## config.mk

```make
export PLATFORM = sky130hd
export DESIGN_NAME = column_queue_admission
export DESIGN_NICKNAME = d
export VERILOG_FILES = /design/src/rtl/column_queue_admission_pkg.sv /design/src/rtl/column_queue_admission_ingress_fifo.sv /design/src/rtl/column_queue_admission.sv
export SDC_FILE = /design/constraint.sdc
export NUM_CORES = 1
export LEC_CHECK = 0
export BUFFER_PORTS_ARGS = -buffer_cell sky130_fd_sc_hd__buf_4
export CORE_ASPECT_RATIO = 1.4
export CORE_MARGIN = 3
export CORE_UTILIZATION = 35
export CTS_CLUSTER_DIAMETER = 200
export DETAILED_ROUTE_END_ITERATION = 7
export SLEW_MARGIN = 20
export SYNTH_ARGS = -nofsm -noshare
export SYNTH_HDL_FRONTEND = slang
export SYNTH_SLANG_ARGS = --single-unit
```

## constraint.sdc

```tcl
create_clock -name i_clk -period 5.4 [get_ports i_clk]
set_clock_uncertainty 0.05 [all_clocks]
set_input_delay 1.08 -clock i_clk [delete_from_list [all_inputs] [get_ports i_clk]]
set_output_delay 1.08 -clock i_clk [all_outputs]
set_load 0.02 [all_outputs]
```

## src/rtl/column_queue_admission_pkg.sv

```systemverilog
// Shared constants and types for the per-column queue admission stage.
// Queue ID bit layout, shared with the crossbar and the shared-buffer
// controller: queue_id[4:2] = priority, queue_id[1:0] = destination port.
package column_queue_admission_pkg;

  localparam int QUEUE_ID_WIDTH    = 5;
  localparam int PRIO_WIDTH        = 3;
  localparam int DEST_WIDTH        = 2;
  localparam int QUEUE_NUM         = 32;
  localparam int QUEUE_CAP_DEFAULT = 64;
  localparam int OCC_WIDTH         = 7;
  localparam int DROP_CNT_WIDTH    = 16;

  typedef logic [QUEUE_ID_WIDTH-1:0] queue_id_t;
  typedef logic [OCC_WIDTH-1:0]      occ_t;
  typedef logic [DROP_CNT_WIDTH-1:0] drop_cnt_t;

  typedef struct packed {
    logic [PRIO_WIDTH-1:0] prio;
    logic [DEST_WIDTH-1:0] dest;
  } queue_sel_t;

  // Net occupancy after one optional admit and one optional legal dequeue.
  function automatic occ_t occ_next(input occ_t cur, input logic inc, input logic dec);
    occ_t nxt;
    nxt = cur;
    if (inc && !dec) nxt = cur + occ_t'(1);
    if (dec && !inc) nxt = cur - occ_t'(1);
    return nxt;
  endfunction

  // Saturating increment for the drop counter.
  function automatic drop_cnt_t sat_inc(input drop_cnt_t cur);
    return (cur == '1) ? cur : cur + drop_cnt_t'(1);
  endfunction

endpackage

```

## src/rtl/column_queue_admission_ingress_fifo.sv

```systemverilog
// Synchronous FIFO with first-word-fall-through head. Push when full and
// pop when empty are ignored. Storage is not reset; only pointers are.
module ingress_sync_fifo #(
  parameter int WIDTH = 37,
  parameter int DEPTH = 4
) (
  input  logic             i_clk,
  input  logic             i_rst_n,
  input  logic             push,
  input  logic [WIDTH-1:0] din,
  input  logic             pop,
  output logic [WIDTH-1:0] dout,
  output logic             full,
  output logic             empty
);

  localparam int AW = $clog2(DEPTH);

  logic [WIDTH-1:0] mem_q [DEPTH];
  logic [AW:0]      wr_ptr_q, wr_ptr_d;
  logic [AW:0]      rd_ptr_q, rd_ptr_d;
  logic             do_push, do_pop;

  assign empty   = (wr_ptr_q == rd_ptr_q);
  assign full    = (wr_ptr_q[AW] != rd_ptr_q[AW]) &&
                   (wr_ptr_q[AW-1:0] == rd_ptr_q[AW-1:0]);
  assign do_push = push && !full;
  assign do_pop  = pop && !empty;

  // Head presented as zero while empty so the idle output is clean.
  assign dout = empty ? '0 : mem_q[rd_ptr_q[AW-1:0]];

  // Pointer next-state.
  always_comb begin
    wr_ptr_d = wr_ptr_q;
    rd_ptr_d = rd_ptr_q;
    if (do_push) wr_ptr_d = wr_ptr_q + 1'b1;
    if (do_pop)  rd_ptr_d = rd_ptr_q + 1'b1;
  end

  // Pointer registers with synchronous reset.
  always_ff @(posedge i_clk) begin
    if (!i_rst_n) begin
      wr_ptr_q <= '0;
      rd_ptr_q <= '0;
    end else begin
      wr_ptr_q <= wr_ptr_d;
      rd_ptr_q <= rd_ptr_d;
    end
  end

  // Storage write.
  always_ff @(posedge i_clk) begin
    if (do_push) mem_q[wr_ptr_q[AW-1:0]] <= din;
  end

endmodule

```

## src/rtl/column_queue_admission.sv

```systemverilog
// Per-column tail-drop admission: per-queue occupancy limits for 32 queues,
// an ingress FIFO toward the shared buffer, drop counting and underflow flag.
module column_queue_admission
  import column_queue_admission_pkg::*;
#(
  parameter int DATA_WIDTH = 32,
  parameter int FIFO_DEPTH = 4,
  parameter int QUEUE_CAP  = QUEUE_CAP_DEFAULT
) (
  input  logic                      i_clk,
  input  logic                      i_rst_n,
  input  logic [QUEUE_ID_WIDTH-1:0] i_cb_queue_sel,
  input  logic [DATA_WIDTH-1:0]     i_cb_din,
  input  logic                      i_cb_dat_valid,
  output logic                      o_wr_valid,
  output logic [QUEUE_ID_WIDTH-1:0] o_wr_queue_id,
  output logic [DATA_WIDTH-1:0]     o_wr_data,
  input  logic                      i_wr_ready,
  input  logic                      i_deq_valid,
  input  logic [QUEUE_ID_WIDTH-1:0] i_deq_queue_id,
  output logic [QUEUE_NUM-1:0]      o_queue_nonempty,
  output logic                      o_drop_pulse,
  output logic [DROP_CNT_WIDTH-1:0] o_drop_cnt,
  output logic                      o_err_underflow
);

  localparam int   FIFO_W = QUEUE_ID_WIDTH + DATA_WIDTH;
  localparam occ_t CAP_C  = occ_t'(QUEUE_CAP);

  occ_t              occ_q [QUEUE_NUM];
  occ_t              occ_d [QUEUE_NUM];
  logic              drop_pulse_q, drop_pulse_d;
  drop_cnt_t         drop_cnt_q, drop_cnt_d;
  logic              underflow_q, underflow_d;

  logic              fifo_full, fifo_empty;
  logic              fifo_push, fifo_pop;
  logic [FIFO_W-1:0] fifo_din, fifo_dout;

  logic              admit, drop, deq_at_zero;

  // Admission is judged on registered occupancy and registered fullness,
  // so a same-cycle dequeue or pop never opens room for this strobe.
  assign admit       = i_cb_dat_valid && (occ_q[i_cb_queue_sel] < CAP_C) && !fifo_full;
  assign drop        = i_cb_dat_valid && !admit;
  assign deq_at_zero = i_deq_valid && (occ_q[i_deq_queue_id] == '0);

  assign fifo_push = admit;
  assign fifo_din  = {i_cb_queue_sel, i_cb_din};
  assign fifo_pop  = !fifo_empty && i_wr_ready;

  ingress_sync_fifo #(
    .WIDTH (FIFO_W),
    .DEPTH (FIFO_DEPTH)
  ) u_fifo (
    .i_clk   (i_clk),
    .i_rst_n (i_rst_n),
    .push    (fifo_push),
    .din     (fifo_din),
    .pop     (fifo_pop),
    .dout    (fifo_dout),
    .full    (fifo_full),
    .empty   (fifo_empty)
  );

  assign o_wr_valid                   = !fifo_empty;
  assign {o_wr_queue_id, o_wr_data}   = fifo_dout;

  // Per-queue occupancy next-state: admit increments, a dequeue of a
  // nonzero counter decrements; both on the same queue cancel.
  always_comb begin
    for (int i = 0; i < QUEUE_NUM; i++) begin
      occ_d[i] = occ_next(occ_q[i],
                          admit && (i_cb_queue_sel == queue_id_t'(i)),
                          i_deq_valid && (i_deq_queue_id == queue_id_t'(i)) &&
                          (occ_q[i] != '0));
    end
  end

  // Drop and error status next-state.
  always_comb begin
    drop_pulse_d = drop;
    drop_cnt_d   = drop ? sat_inc(drop_cnt_q) : drop_cnt_q;
    underflow_d  = underflow_q || deq_at_zero;
  end

  // Occupancy and status registers with synchronous active-low reset.
  always_ff @(posedge i_clk) begin
    if (!i_rst_n) begin
      for (int i = 0; i < QUEUE_NUM; i++) occ_q[i] <= '0;
      drop_pulse_q <= 1'b0;
      drop_cnt_q   <= '0;
      underflow_q  <= 1'b0;
    end else begin
      for (int i = 0; i < QUEUE_NUM; i++) occ_q[i] <= occ_d[i];
      drop_pulse_q <= drop_pulse_d;
      drop_cnt_q   <= drop_cnt_d;
      underflow_q  <= underflow_d;
    end
  end

  // Nonempty vector decoded straight from registered occupancy.
  always_comb begin
    for (int i = 0; i < QUEUE_NUM; i++) o_queue_nonempty[i] = (occ_q[i] != '0);
  end

  assign o_drop_pulse    = drop_pulse_q;
  assign o_drop_cnt      = drop_cnt_q;
  assign o_err_underflow = underflow_q;

endmodule

```

==> impl_metrics.toml <==
[power_and_ir_drop]
irDropWorstVdd_mv = 0.226
power.total_w = 0.00711
p_leak_nw = 10.4
p_int_w = 0.00532
p_seq_frac = 0.453
power_frac_comb = 0.119
cellPowerDensity_nw_per_um2 = 257
p_sw_frac = 0.251
power.switching_w = 0.00179
clockPowerShare = 0.428

[worst_setup_path]
critPathSlowestCell = "or4_4"
required_ns = 5.85
critPathTopFamily = "simple AND/OR/NAND/NOR gates"
startpoint_type = "input port"
path_cells = "buf_4, mux4_2, nand2b_1, o211a_2, or4_4, nor2_1, nand2_1, ha_1, ha_1, nor2b_1, o21ai_0, a21boi_0, or4_1, a31o_2, a21oi_1"
criticalPathCategory = "input port to flop"
end_kind = "flop"
worst-endpoint-arrival_ns = 5.17
critPathMaxFanout = 8
max_stage_delay_ns = 0.58
worst-r2r-cell-count = 14
cp.depth = 15
cp.buffers_inverters = 1
critical_path.most_common_cell = "ha_1"

[grt]
antenna_found_initial = 2
grt_pass1_wl_um = 100000
grt_start_max_net_pins = 89
grt_pass1_vias = 19900
grt_use_total = 0.171
grt_overflow = 0

[timing]
period_needed_ns = 4.72
setup_tns_ns = 0
slew_headroom = 0.298
finalHoldViolCount = 0
grt_setup_unrepaired = "no"
worstMarginPinSlew_ns = 1.05
drv_slew = 0
finalSetupViolCount = 0
period_share = 0.875
fmax_mhz = 212

[clock_tree]
clkLatencyLatePin_ns = 0.58
clock_path_buffers = 3
cts_hold_buffers = 0
path_clk_slew_ns = 0.06
cts_tree = "done"
cts_max_level = 2
post_cts_buffers = 0
cts_sinks = 398
cts_resized = 0
cts_made_buffers = 44
root_buffer = "clkbuf_16"

[synthesis]
ys_async_sr_fraction = 0
synthDistinctLibCells = 69
netlist_instances = 2575
ys_warn_count = 0
synth_area_per_cell_sq_um = 9.30
synth-main-ff-cell = "dfxtp_1"
synth-edff-count = 148
synthesis.area_sq_um = 23900
synth_nets = 2852
yosys_register_bits = 398
ys_seq_area_frac = 0.395

[cells_and_area]
drive_above_1_share = 0.132
area_growth_pct = 15.4
fillers = 6469
layout.cells.non_filler = 3613
final_area_sq_um = 27600
nNetsFinal = 2999

[place]
numPortBuffers = 134
gp_congestion = 0.901
dp_cells = 3531
detailed_place_hpwl_um = 45100
placed_area_sq_um = 26200

[job]
cap_viol_max_count = 0

[die]
io_pins = 135
die_h_um = 315
rows = 112
die_w_um = 227
start_util = 0.357
core_sq_um = 67100
die_area_sq_um = 71600

[worst_hold_path]
hold_path_depth = 2
hp-class = "flop to flop"

[drt]
drtAntennaViolNets = 0
drtIter0Drc = 1061
via_count = 19700
dr.pass1.iters = 5
routed_wirelength_um = 62200
avgViaCountPerCell = 5.46
wl_per_cell_um = 17.2
drc = 0

[status]
outcome = "complete, no violations"
==> cells in the final DEF, fill, tap and decap left out, types with 41 or more instances in the layout <==
master and instances:
nor2_1 285, a21oi_1 252, dfxtp_1 249, ha_1 198, buf_4 198, inv_1 191
edfxtp_1 148, nand2_1 122, nor3_1 98, nor2b_1 73, o211ai_1 66, o21ai_0 64
nand3_1 63, and2_1 60, or4_1 47, clkbuf_16 45, nand2b_1 44, mux4_2 41
nand4_1 41
==> logic make-up after synthesis <==
kind of cell	after synthesis	share of synthesized area
XOR/XNOR	69	0.0252
multiplexers	58	0.0460
buffers and inverters	295	0.0487
adder cells (fa/ha/maj)	230	0.130
AND/OR/NAND/NOR	987	0.215
flip-flops	398	0.395
AO/OA/AOI/OAI	538	0.140
==> cell type report <==
cell class              instances  area, sq um  area share
clock buffers                  67         1280      0.0463
flip-flops and latches        398         9450       0.342
diodes                          1         2.50   0.0000906
well taps                     855         1070      0.0387
repair buffers                203         1590      0.0574
inverters                     193          729      0.0264
multi-input cells            1882        13300       0.483
clock inverters                14          163     0.00589
==> layer usage <==
layer	vias to the layer above	wire length, um	global-route usage
li1	9623	-	-
met1	9576	25300	0.198
met2	415	31100	0.311
met3	103	3760	0.0345
met4	0	2100	0.0608
met5	-	0	0
==> through the flow <==
stage	worst slack, ns	util	hold slack, ns
after global routing	0.484	0.412	0.465
after floorplan	0.604	-	0.408
final	0.677	0.412	0.444
after CTS	0.705	0.412	0.443
after detailed placement	0.110	0.390	0.435
after global placement	0.235	0.390	0.416
==> synth_stat cells, types with 3 or more instances <==
cell | count | area share
a22oi_1 | 3 | 0.00094
mux2i_1 | 11 | 0.0046
o22ai_1 | 3 | 0.00078
o41ai_1 | 4 | 0.0015
o311ai_1 | 4 | 0.0015
buf_4 | 7 | 0.0022
dfxtp_1 | 250 | 0.21
or4_1 | 47 | 0.015
buf_2 | 7 | 0.0015
or3_1 | 34 | 0.0089
o211ai_1 | 66 | 0.021
o31ai_1 | 24 | 0.0075
mux2_2 | 4 | 0.0019
nor2b_1 | 76 | 0.020
nor4_1 | 33 | 0.0086
o31a_1 | 15 | 0.0055
nand4_1 | 41 | 0.011
mux4_2 | 41 | 0.039
buf_1 | 6 | 0.00094
and3_1 | 22 | 0.0058
a21o_1 | 38 | 0.012
nand3_1 | 63 | 0.013
fa_1 | 32 | 0.027
and2_1 | 60 | 0.016
buf_6 | 3 | 0.0014
ha_1 | 198 | 0.10
clkbuf_1 | 78 | 0.012
inv_1 | 192 | 0.030
nor3_1 | 98 | 0.020
nand2b_1 | 44 | 0.012
a21boi_0 | 14 | 0.0044
xor2_1 | 35 | 0.013
edfxtp_1 | 148 | 0.19
nand2_1 | 122 | 0.019
nor2_1 | 286 | 0.045
xnor2_1 | 34 | 0.012
a31o_2 | 33 | 0.012
nor3b_1 | 14 | 0.0044
o21ai_0 | 64 | 0.013
o21ai_1 | 5 | 0.0010
a21oi_1 | 252 | 0.053
nand4b_1 | 33 | 0.012
==> path summary, 6_finish.rpt <==
| check | start | to | slack (ns) |
|---|---|---|---|
| worst min-delay path | o_drop_cnt[4] | o_drop_cnt[4] | 0.44 |
| worst max-delay path | i_cb_queue_sel[2] | occ_q[11][6] | 0.68 |
| worst min register to register | o_drop_cnt[4] | o_drop_cnt[4] | 0.44 |
| worst max register to register | occ_q[15][6] | occ_q[11][6] | 0.88 |
==> tightest hold or removal path: cells and delay by family (launching register included) <==
| family | cells | cell delay (ns) |
|---|---|---|
| flip-flops | 1 | 0.33 |
| AND/OR/NAND/NOR | 1 | 0.06 |
| multiplexers | 1 | 0.06 |
==> power by group through the flow <==
stage / sequential [W] / clock, W / combinational, W
final: 0.00322 / 0.00304 / 0.000846
after detailed placement: 0.00329 / 0 / 0.000856
after floorplan: 0.00326 / 0 / 0.000539
after global placement: 0.00329 / 0 / 0.000851
after global routing: 0.00323 / 0.00325 / 0.000911
after CTS: 0.00323 / 0.00315 / 0.000858
==> flip-flops by register name (all words and copies together) (netlist names), named ones only <==
signal / count
u_fifo.rd_ptr_q: 3
occ_q: 224
u_fifo.mem_q: 148
o_err_underflow: 1
o_drop_cnt: 16
o_drop_pulse: 1
u_fifo.wr_ptr_q: 3
No activity file was read; power rests on OpenSTA's default activity.
